[src/rtl/hazard_scoreboard.sv]
// hazard_scoreboard: decode-stage interlock for an in-order MIPS-style pipeline.
// Each GPR has a countdown of cycles until its pending result becomes
// forwardable. A D-stage operand stalls while that countdown exceeds the
// operand's own Tuse. A separate occupancy counter tracks the HI/LO
// multiply/divide unit. A saturating counter records the total number of stalled cycles.
module hazard_scoreboard #(
    parameter int NREG    = 32,
    parameter int AW      = 5,
    parameter int TW      = 3,
    parameter int MUL_LAT = 5,
    parameter int DIV_LAT = 10
) (
    input  logic          clk,
    input  logic          rst_n,
    input  logic          d_valid,
    input  logic [AW-1:0] d_rs,
    input  logic [AW-1:0] d_rt,
    input  logic [TW-1:0] d_tuse_rs,
    input  logic [TW-1:0] d_tuse_rt,
    input  logic          d_wr_en,
    input  logic [AW-1:0] d_wa,
    input  logic [TW-1:0] d_tnew,
    input  logic          d_md_start,
    input  logic          d_md_div,
    input  logic          d_md_use,
    input  logic          flush,
    output logic          stall,
    output logic          stall_rs,
    output logic          stall_rt,
    output logic          stall_md,
    output logic          md_busy,
    output logic [31:0]   stall_cnt
);

    localparam int            NSLOT     = 1 << AW;
    localparam logic [TW-1:0] TUSE_NONE = '1;
    localparam logic [7:0]    MUL_CYC   = 8'(MUL_LAT);
    localparam logic [7:0]    DIV_CYC   = 8'(DIV_LAT);

    // Countdown per addressable slot; slot 0 and slots beyond NREG read as 0.
    logic [TW-1:0] cnt_view [NSLOT];
    logic [7:0]    md_cnt_q, md_cnt_d;
    logic [31:0]   stall_cnt_q, stall_cnt_d;
    logic          issue;

    // Stall causes come only from inputs and registered state; issue is
    // the only consumer of stall, so there is no combinational loop.
    assign stall_rs = d_valid && (d_rs != '0) && (d_tuse_rs != TUSE_NONE)
                      && (cnt_view[d_rs] > d_tuse_rs);
    assign stall_rt = d_valid && (d_rt != '0) && (d_tuse_rt != TUSE_NONE)
                      && (cnt_view[d_rt] > d_tuse_rt);
    assign md_busy  = (md_cnt_q != '0);
    assign stall_md = d_valid && d_md_use && md_busy;
    assign stall    = stall_rs || stall_rt || stall_md;
    assign issue    = d_valid && !stall && !flush;
    assign stall_cnt = stall_cnt_q;

    genvar gi;
    generate
        for (gi = 0; gi < NSLOT; gi++) begin : g_slot
            if (gi == 0 || gi >= NREG) begin : g_zero
                assign cnt_view[gi] = '0;
            end else begin : g_reg
                logic [TW-1:0] cnt_q, cnt_d;

                // Flush clears, a new writer overrides, otherwise count down to 0.
                always_comb begin
                    cnt_d = cnt_q;
                    if (flush) begin
                        cnt_d = '0;
                    end else if (issue && d_wr_en && (d_wa == AW'(gi))) begin
                        cnt_d = d_tnew;
                    end else if (cnt_q != '0) begin
                        cnt_d = cnt_q - TW'(1);
                    end
                end

                // Per-register countdown state.
                always_ff @(posedge clk or negedge rst_n) begin
                    if (!rst_n) begin
                        cnt_q <= '0;
                    end else begin
                        cnt_q <= cnt_d;
                    end
                end

                assign cnt_view[gi] = cnt_q;
            end
        end
    endgenerate

    // HI/LO occupancy: reload on a started mult/div, otherwise drain.
    always_comb begin
        md_cnt_d = md_cnt_q;
        if (flush) begin
            md_cnt_d = '0;
        end else if (issue && d_md_start) begin
            md_cnt_d = d_md_div ? DIV_CYC : MUL_CYC;
        end else if (md_cnt_q != '0) begin
            md_cnt_d = md_cnt_q - 8'd1;
        end
    end

    // Stalled-cycle counter; flushed cycles are not counted and it never wraps.
    always_comb begin
        stall_cnt_d = stall_cnt_q;
        if (stall && !flush && (stall_cnt_q != '1)) begin
            stall_cnt_d = stall_cnt_q + 32'd1;
        end
    end

    // Shared state registers for the HI/LO and statistics counters.
    always_ff @(posedge clk or negedge rst_n) begin
        if (!rst_n) begin
            md_cnt_q    <= '0;
            stall_cnt_q <= '0;
        end else begin
            md_cnt_q    <= md_cnt_d;
            stall_cnt_q <= stall_cnt_d;
        end
    end

endmodule
[config.mk]
export PLATFORM = sky130hd
export DESIGN_NAME = hazard_scoreboard
export DESIGN_NICKNAME = d
export VERILOG_FILES = /design/src/rtl/hazard_scoreboard.sv
export SDC_FILE = /design/constraint.sdc
export NUM_CORES = 1
export LEC_CHECK = 0
export CAP_MARGIN = 20
export CORE_ASPECT_RATIO = 0.5
export CORE_MARGIN = 2
export CORE_UTILIZATION = 50
export DETAILED_ROUTE_END_ITERATION = 8
export PLACE_DENSITY = 0.76
export SLEW_MARGIN = 20
export SYNTH_ARGS = -nofsm -noshare
export SYNTH_HDL_FRONTEND = slang
export SYNTH_SLANG_ARGS = --single-unit
[constraint.sdc]
create_clock -name clk -period 6.9 [get_ports clk]
set_clock_uncertainty 0.2 [all_clocks]
set_input_delay 1.035 -clock clk [delete_from_list [all_inputs] [get_ports clk]]
set_output_delay 1.035 -clock clk [all_outputs]
set_load 0.02 [all_outputs]
==> results.json <==
{
  "cellPowerDensity_mw_per_mm2": 373,
  "drc_errors": 0,
  "fillers": 1587,
  "tritoncts": "built",
  "synth_top_flop_cell": "dfrtp_1",
  "path_clk_slew_ns": 0.06,
  "final_cell_mix": "dfrtp_1, nand2_1, inv_1",
  "fmax_mhz": 157,
  "cts_sinks": 133,
  "setup-tns-final_ns": 0,
  "final_util_pct": 58.6,
  "drt_iter0_markers": 756,
  "arrival_ns": 5.14,
  "wl_per_cell_um": 19.6,
  "seq_area_frac_synth_pct": 33.7,
  "status": "finished, final reports clean",
  "cts_hold_buf": 0,
  "cts_inserted_buffers": 17,
  "core_area_mm2": 0.0194,
  "ys_ff_latch": 133,
  "initial_core_util_pct": 50.9,
  "maxSlewViolCount": 0,
  "rows": 36,
  "hpwl_um": 18600,
  "syn_inst": 1038,
  "die_x_um": 203,
  "post_cts_buffers": 0,
  "grt_pass1_wl_um": 42300,
  "crit_type": "in2out",
  "synth_fp_nets": 1140,
  "grt_pass1_vias": 8108,
  "antenna_found_initial": 0,
  "drive_gt1_share_pct": 11.1,
  "finalWirelength_um": 26700,
  "synth_cell_types": 45,
  "die_h_um": 103,
  "startpoint_type": "primary input",
  "firstDrtPassIters": 6,
  "p_leak_nw": 5.18,
  "slew-limit-headroom_pct": 27.4,
  "num_antenna_cells": 0,
  "grt_max_degree": 99,
  "ys.warnings.count": 0,
  "cts-root-buf": "clkbuf_16",
  "place_congestion": 0.996,
  "r2r-start": "g_slot[14].g_reg.cnt_q[2]",
  "die_area_mm2": 0.0210,
  "fin_crit_sh_pct": 92.4,
  "min_from": "stall_cnt[23]",
  "cp-end-kind": "output pin",
  "async_flop_share_pct": 100,
  "grt.total_usage_pct": 26.4,
  "cp_max_fo": 17,
  "dp_cells": 1331,
  "critical_path.startpoint": "d_rs[1]",
  "io_buffers": 68,
  "worstHoldPathType": "reg2reg",
  "rsz0062_at_grt": "no",
  "period_needed_ns": 6.38,
  "layout_commonest_cell": "dfrtp_1",
  "cap_violations": 0,
  "vias_per_cell": 6.06,
  "cts.repair.resized": 0,
  "required_ns": 5.66,
  "nets": 1186,
  "overflow": 0,
  "hold_viol_final": 0,
  "instances_no_fill": 1363,
  "ant_nets": 0,
  "finalSetupViolations": 0,
  "clk_latency_ns": 0.43,
  "tightest_slew_ns": 1.09,
  "vias": 8257,
  "ir_drop_uv": 190,
  "ios": 69,
  "cts_max_level": 4,
  "synth-edff-count": 0,
  "synth_area_per_cell_um2": 9.52,
  "area_growth_pct": 15.1,
  "clk_path_buf_depth": 2,
  "syn-cell-area_mm2": 0.00988
}
## cell families (layout without fill, tap and decap cells)
kind of cell             Yosys count  after routing  synth area share (%)
buffers and inverters            161            220                  6.19
flip-flops                       133            133                  33.7
multiplexers                     152            152                  22.3
AO/OA/AOI/OAI                     92             92                  5.20
adder cells (fa/ha/maj)           70             70                  8.86
XOR/XNOR                          67             67                  5.94
AND/OR/NAND/NOR                  363            363                  17.8
## synth_stat cells (2+ instances only)
cell,n,area share (%)
inv_1,104,3.9
nand4_1,17,1.1
nor2b_1,6,0.38
dfrtp_1,133,34
o21ai_0,70,3.5
nand2b_1,2,0.13
mux4_2,54,12
nor4_2,2,0.25
or4_1,2,0.15
mux2_2,5,0.57
nor3_1,18,0.91
a21oi_1,6,0.30
buf_1,8,0.30
o31ai_1,2,0.15
nor2_1,99,3.8
nor4_1,15,0.95
clkbuf_1,42,1.6
ha_1,70,8.9
buf_2,6,0.30
nand3b_1,3,0.23
nor3_4,3,0.49
and2_1,3,0.19
o41ai_1,3,0.27
a22o_1,6,0.53
and3_1,17,1.1
xor2_1,3,0.27
and4_1,4,0.35
xnor2_1,64,5.7
nand3_1,57,2.9
nand2_1,106,4.0
mux2i_1,93,9.4
o211ai_1,2,0.15
## registers in the layout (all words and copies together) (netlist names)
name and count:
stall_cnt 32, md_cnt_q 8, g_slot.g_reg.cnt_q 93
## final timing paths
| check | slack, ns | endpoint | cells past startpoint |
|---|---|---|---|
| max | 0.52 | stall_rs | 12 |
| min reg2reg | 0.30 | stall_cnt[23] | 1 |
| min | 0.30 | stall_cnt[23] | 1 |
| max in group asynchronous | 4.84 | g_slot[22].g_reg.cnt_q[1] | 2 |
| min in group asynchronous | 0.45 | stall_cnt[21] | 1 |
| max reg2reg | 2.41 | g_slot[12].g_reg.cnt_q[0] | 12 |
## worst max-delay path, stage by stage
cell	delay [ns]
clkdlybuf4s50_1	0.89
buf_4	0.35
o21ai_0	0.14
a22o_1	0.20
mux4_2	0.47
mux2_2	0.30
ha_1	0.30
nand3_1	0.08
and3_1	0.15
o211ai_1	0.18
inv_1	0.35
clkdlybuf4s50_1	0.68
## where the power goes
part / switching, W / internal [W]
Sequential: 0.000318 / 0.00100
Clock: 0.000407 / 0.000486
Combinational: 0.00106 / 0.000974
Total: 0.00178 / 0.00246
## per-stage QoR
| stage | total power (W) | instance area (µm²) | setup WS, ns | hold WS, ns |
|---|---|---|---|---|
| 3_3_place_gp | 0.00318 | 10800 | 0.634 | 0.282 |
| 4_1_cts | 0.00423 | 11400 | 0.559 | 0.302 |
| 2_1_floorplan | 0.00276 | 9880 | 1.27 | 0.362 |
| 3_5_place_dp | 0.00332 | 10800 | 0.548 | 0.283 |
| 6_report | 0.00425 | 11400 | 0.523 | 0.295 |
| 5_1_grt | 0.00457 | 11400 | 0.335 | 0.320 |
## layer usage
metal / track usage [%] / vias up / share of wire, %
li1: - / 3720 / -
met1: 35.1 / 4029 / 43
met2: 42.2 / 422 / 45
met3: 6.02 / 86 / 9.0
met4: 11.5 / 0 / 2.9
met5: 0 / - / 0
## cell type report
| class | instances | area (µm²) | share of cell area, % |
|---|---|---|---|
| clock inverters | 14 | 129 | 1.13 |
| well taps | 266 | 333 | 2.93 |
| flip-flops and latches | 133 | 3330 | 29.3 |
| multi-input cells | 744 | 5950 | 52.3 |
| repair buffers | 83 | 797 | 7.01 |
| clock buffers | 18 | 439 | 3.86 |
| inverters | 105 | 394 | 3.47 |
(Power assumes the default switching activity.)
